--- src/rtl/fetch_unit.sv ---
// Fetch/PC stage: drives instruction address, resolves branches against ALU flags, sequences start/halt.
// Decode is combinational from instr_in; PC is registered and a stall freezes PC, state and branch evaluation.
module fetch_unit #(
  parameter int PC_W    = 10,
  parameter int INSTR_W = 9
) (
  input  logic               Clk,
  input  logic               Reset_n,
  input  logic               start,
  input  logic [PC_W-1:0]    start_addr,
  input  logic               stall,
  input  logic [INSTR_W-1:0] instr_in,
  input  logic               flag_we,
  input  logic               z_in,
  input  logic               n_in,
  output logic [PC_W-1:0]    pc_out,
  output logic               instr_valid,
  output logic [4:0]         op_out,
  output logic               done
);

  typedef enum logic [1:0] {IDLE = 2'd0, RUN = 2'd1, HALT = 2'd2} state_t;

  state_t          state;
  logic [PC_W-1:0] pc;
  logic            z_flag;
  logic            n_flag;

  logic [3:0]      opcode;
  logic [4:0]      operand;
  logic [PC_W-1:0] offset;
  logic [PC_W-1:0] next_pc;
  logic            taken;
  logic            is_halt;

  assign opcode  = instr_in[INSTR_W-1 -: 4];
  assign operand = instr_in[4:0];
  assign offset  = {{(PC_W-5){operand[4]}}, operand};
  assign is_halt = (opcode == 4'b1010) && (operand == 5'd0);

  // Branches see only the registered flags, never this cycle's ALU write-back.
  always_comb begin
    taken = 1'b0;
    case (opcode)
      4'b1010: taken = 1'b1;
      4'b1011: taken = !z_flag;
      4'b1100: taken = z_flag;
      4'b1101: taken = !n_flag;
      4'b1110: taken = !n_flag && !z_flag;
      4'b1111: taken = n_flag;
      default: taken = 1'b0;
    endcase
  end

  assign next_pc = taken ? (pc + offset) : (pc + PC_W'(1));

  always_ff @(posedge Clk or negedge Reset_n) begin
    if (!Reset_n) begin
      state  <= IDLE;
      pc     <= '0;
      z_flag <= 1'b0;
      n_flag <= 1'b0;
    end else begin
      if (flag_we) begin
        z_flag <= z_in;
        n_flag <= n_in;
      end
      if (start) begin
        state <= RUN;
        pc    <= start_addr;
      end else if (state == RUN && !stall) begin
        if (is_halt) state <= HALT;
        else         pc    <= next_pc;
      end
    end
  end

  assign pc_out      = pc;
  assign instr_valid = (state == RUN) && !stall;
  assign op_out      = instr_valid ? {1'b0, opcode} : 5'd0;
  assign done        = (state == HALT);

endmodule

--- config.mk ---
export PLATFORM = sky130hd
export DESIGN_NAME = fetch_unit
export DESIGN_NICKNAME = d
export VERILOG_FILES = /design/src/rtl/fetch_unit.sv
export SDC_FILE = /design/constraint.sdc
export NUM_CORES = 1
export LEC_CHECK = 0
export CAP_MARGIN = 20
export CELL_PAD_IN_SITES_DETAIL_PLACEMENT = 0
export CELL_PAD_IN_SITES_GLOBAL_PLACEMENT = 1
export CORE_AREA = 2 2 62 64
export CTS_CLUSTER_SIZE = 28
export DETAILED_ROUTE_END_ITERATION = 8
export DIE_AREA = 0 0 64 66
export GPL_TIMING_DRIVEN = 0
export PLACE_DENSITY = 0.84
export SLEW_MARGIN = 25
export SYNTH_ARGS = -nofsm -noshare
export SYNTH_HDL_FRONTEND = slang
export SYNTH_SLANG_ARGS = --single-unit
--- constraint.sdc ---
create_clock -name Clk -period 4.85 [get_ports Clk]
set_input_delay 0.97 -clock Clk [delete_from_list [all_inputs] [get_ports Clk]]
set_output_delay 0.97 -clock Clk [all_outputs]
set_load 0.005 [all_outputs]
==> results.md <==
Final layout:
- The net count reported at finish is ~210.
- Leaving out filler cells and counting taps, the final layout contains 222.
- The number of inserted diodes is 0.
- The fraction of layout instances using a drive strength above 1 is a little under a tenth.
- From synthesis to final layout, the design area changed by 42.59%.
- After filler insertion, the fill cell instance count of the layout stands at 328.
- The core utilization of the finished layout is a little under half.

Floorplanning:
- The floorplan step defined a die boundary enclosing 4224 µm².
- The vertical die dimension is 66 µm.
- The region available for standard cell placement spans around 3600 µm².
- The number of I/O pins is 43.
- The effective utilization at floorplan is about a third.
- Measured along the x axis, the die boundary spans between 60 and 70 µm.
- In this run the core area contains 22 standard-cell rows.

Clock network:
- The total clock buffers created by CTS is 3.
- The count of buffers added by post-CTS timing repair for setup is 0.
- In this run the number of H-tree levels came out at 1.
- The number of cells upsized or downsized after cts is 0.
- TritonCTS built the clock tree.
- The clock net in this run drives a total of 14 sinks.
- The clock slew at the register clock pins of the worst setup and hold paths is approximately 0.09 ns.
- Buffers inserted to repair hold after CTS numbered 0.
- The maximum root-to-sink buffer count is 2.
- The clock reaches the later pin of the worst-skew pair after 0.29 ns.
- The root buffer cell is sky130_fd_sc_hd__clkbuf_4.

Critical path:
- The critical path goes through clkdlybuf4s50_1 -> nor2b_1 -> o21ai_2 -> a31oi_1 -> nand2b_1 -> ha_1 -> fa_1 -> a211oi_1 -> o21bai_1 -> a21oi_1 -> xnor2_1 -> mux2i_1 -> o21ai_1.
- The cell type group with the largest total delay on the critical path is compound AO/OA/AOI/OAI gates.
- In this run the critical register-to-register path is launched from n_flag.
- The worst setup path startpoint is instr_in[7].
- Along the worst path, the maximum fanout reaches 5.
- The slowest cell on the critical path is sky130_fd_sc_hd__clkdlybuf4s50_1.
- The combined buffer and inverter count along the critical path is 1.
- Data arrives at the worst endpoint at about 3.9 ns.
- The largest single stage delay on the critical path is between 0.5 and 0.6 ns.
- The worst setup path category is in2reg.
- The internal reg-to-reg setup slack is ~2.0 ns.
- For the worst setup path, the data required time is 5.07 ns.
- The critical path endpoint category is a register.
- The kind of start point of the critical path is an input port.

Global route:
- For this run, global-route usage on met3 was measured as under 10%.
- In the global route stage, met1 resource usage came out at 17.36%.
- The overall global routing resource usage is between 10% and 20%.
- The initial antenna violation count is 0.
- The global-route wire length before repair is around 5200 µm.
- The global-route layer with the greatest usage is met2.
- The via count of the first global-routing pass is 1,152.
- Entering global routing, the biggest net connects 15 pins.
- For this run the aggregate overflow at the end of global routing stands at 0.
- Global routing consumed, on the met2 layer, 28.26% of the routing resources.

Logic synthesis:
- Counting flops with an async set or reset pin after synthesis yields a share of 100.0%.
- Yosys mapped a number of flops with a built-in enable equal to 0.
- The commonest cells after synthesis are 14 x sky130_fd_sc_hd__dfrtp_1, 10 x sky130_fd_sc_hd__a21oi_1, 10 x sky130_fd_sc_hd__nand2_1.
- After synthesis, the cell types taking the most area are sky130_fd_sc_hd__dfrtp_1 29%, sky130_fd_sc_hd__ha_1 9.5%, sky130_fd_sc_hd__a21oi_1 4.2%, sky130_fd_sc_hd__o21ai_1 3.8%, sky130_fd_sc_hd__mux2_2 3.8%.
- In the synthesized netlist the dominant register cell turns out to be sky130_fd_sc_hd__dfrtp_1.
- The count of different cell masters after synthesis is between 40 and 50.
- The synthesized design spends more area on one cell type than any other, namely sky130_fd_sc_hd__dfrtp_1.
- The instance count of the mapped netlist is around 130.
- The most used standard cell by instance count after synthesis is sky130_fd_sc_hd__dfrtp_1.
- Synthesis produced a netlist with a net count of 165.
- Of the synthesized area, sequential elements account for 29.44%.
- After synthesis the netlist holds a flip-flop and latch count of 14.
- The per-instance average area after synthesis is 9.224 µm².
- After synthesis, the largest area contributor takes up between 20% and 30% of total cell area.
- The count of warnings emitted by yosys is 0.
- After synthesis the cells add up to 1190 µm².

Hold path:
- The type of the worst min-delay path is reg2reg.
- The startpoint identified for the worst hold timing path is state[0].

STA:
- Setup repair after global routing left no endpoint under its margin.
- The highest clock frequency the design can meet is 270.3 MHz.
- Setup violations remaining at the end of the flow were counted as 0.
- The hold violation total from the final report is 0.
- Headroom to the max-slew limit came out at a little under three fifths.
- The smallest clock period supported by the final layout is computed as 3.700 ns.
- The final count of pins violating max slew was 0.
- Of the available clock period, the critical path in the final layout requires around three quarters.
- Adding up every negative setup slack in the final design gives 0 ns.
- For the final database, setup skew stands at approximately 0.0025 ns.
- For the pin with the worst max-slew slack, the measured transition is approximately 0.67 ns.

Power:
- Power spread over the standard cell area amounts to about 240 nW/µm².
- Overall power consumption after layout is estimated at ~0.0004 W.
- IR analysis of the VDD net gives a maximum drop of roughly 100 µV.
- Summed over all cells, the static leakage comes to between 0.7 and 0.8 nW.

Drt:
- The post-detailed-route count of antenna-violating nets is 0.
- The total detailed-routing wirelength is between 2000 and 3000 µm.
- The average wire per cell in the routed design is 13.29 µm.
- The number of vias after detailed routing is about 1,100.
- Dividing the detail-routed via count by the number of cells gives approximately 5.0.
- The total iterations of the first detailed-routing run is 4.
- The initial DRC count is 20.
- The DRC violation count after routing is 0.

Placement:
- Port buffering added a little over 40 buffers.
- The cell total after placement is 218.
- The final weighted congestion in routability-driven placement is between 0.8 and 0.9.
- The HPWL reported at the end of detailed placement is 2356 µm.

Status:
- The flow ran to the end, and the final reports show no timing, DRC or antenna violations.

Run:
- The tool flagged a number of max-cap violations equal to 0.
[layout make-up]
cell class	count	area, µm²	share of cell area, %
clock buffer	4	36.28	2.139
multi-input combinational	108	798.3	47.05
inverter	3	11.26	0.6637
sequential	14	350.3	20.65
buffer	4	30.03	1.770
timing repair buffer	41	410.4	24.19
tap	48	60.06	3.540
[power breakdown]
| group | leakage, nW | switching (W) | internal, W |
|---|---|---|---|
| sequential | 0.167 | 0.0000131 | 0.000131 |
| combinational | 0.530 | 0.0000717 | 0.0000976 |
| clock | 0.0210 | 0.0000426 | 0.0000457 |
[per-layer routing]
metal / part of all wire (%) / wire, µm / up-vias
li1: - / - / 556
met1: 43 / 1282 / 520
met2: 51 / 1498 / 32
met3: 3.9 / 115 / 6
met4: 1.8 / 54 / 0
met5: 0 / 0 / -
[worst reg2reg max path: stages (launching register included)]
cell and delay (ns):
sky130_fd_sc_hd__dfrtp_1 0.41, sky130_fd_sc_hd__and2b_1 0.21, sky130_fd_sc_hd__o21ai_2 0.07, sky130_fd_sc_hd__a31oi_1 0.38, sky130_fd_sc_hd__nand2b_1 0.12, sky130_fd_sc_hd__ha_1 0.23
sky130_fd_sc_hd__fa_1 0.44, sky130_fd_sc_hd__a211oi_1 0.33, sky130_fd_sc_hd__o21bai_1 0.13, sky130_fd_sc_hd__a21oi_1 0.18, sky130_fd_sc_hd__xnor2_1 0.13, sky130_fd_sc_hd__mux2i_1 0.08
sky130_fd_sc_hd__o21ai_1 0.12
[path summary, 6_finish.rpt]
check	depth (start not counted)	end
min in group asynchronous	1	pc_out[5]
max reg2reg	12	pc_out[6]
min reg2reg	1	state[0]
max	13	pc_out[6]
min	1	state[0]
max in group asynchronous	1	state[0]
[cells by family (layout without fill, tap and decap cells)]
group	Yosys count	count (layout)	synth area share (%)
DFF	14	14	29.44
and+or+nand+nor	43	43	21.77
adders and majority gates	10	10	11.15
AOI/OAI and AO/OA	39	39	21.03
other	1	1	0.3152
xor gates and xnor gates	6	6	4.416
muxes	9	9	8.412
buffers and inverters	7	52	3.469
[registers in the layout (all words and copies together) (netlist names)]
register / count
z_flag: 1
pc_out: 10
n_flag: 1
state: 2
[per-stage QoR]
| stage | hold slack [ns] | cell area [µm²] | worst slack (ns) |
|---|---|---|---|
| 2_1_floorplan | 0.4739 | 1190 | 1.728 |
| 3_3_place_gp | 0.4882 | 1660 | 0.9031 |
| 6_report | 0.5191 | 1697 | 1.150 |
| 5_1_grt | 0.5553 | 1697 | 0.9006 |
| 3_5_place_dp | 0.4977 | 1660 | 0.8532 |
| 4_1_cts | 0.5200 | 1697 | 1.126 |
[cells in the final DEF, fill, tap and decap left out, types with 2 or more instances in the layout]
master / n
sky130_fd_sc_hd__clkdlybuf4s50_1: 41
sky130_fd_sc_hd__dfrtp_1: 14
sky130_fd_sc_hd__a21oi_1: 10
sky130_fd_sc_hd__nand2_1: 10
sky130_fd_sc_hd__o21ai_1: 9
sky130_fd_sc_hd__ha_1: 9
sky130_fd_sc_hd__and2_1: 7
sky130_fd_sc_hd__a21o_1: 5
sky130_fd_sc_hd__xnor2_1: 5
sky130_fd_sc_hd__nor2_1: 4
sky130_fd_sc_hd__mux2_2: 4
sky130_fd_sc_hd__mux2i_1: 4
sky130_fd_sc_hd__nor2b_1: 3
sky130_fd_sc_hd__nor3_1: 3
sky130_fd_sc_hd__a31oi_1: 3
sky130_fd_sc_hd__inv_1: 3
sky130_fd_sc_hd__nand3_1: 3
sky130_fd_sc_hd__o21ai_0: 3
sky130_fd_sc_hd__clkbuf_4: 3
sky130_fd_sc_hd__and2b_1: 2
sky130_fd_sc_hd__o21ai_2: 2
sky130_fd_sc_hd__a211oi_1: 2
sky130_fd_sc_hd__and3b_1: 2
(Power assumes the default switching activity.)
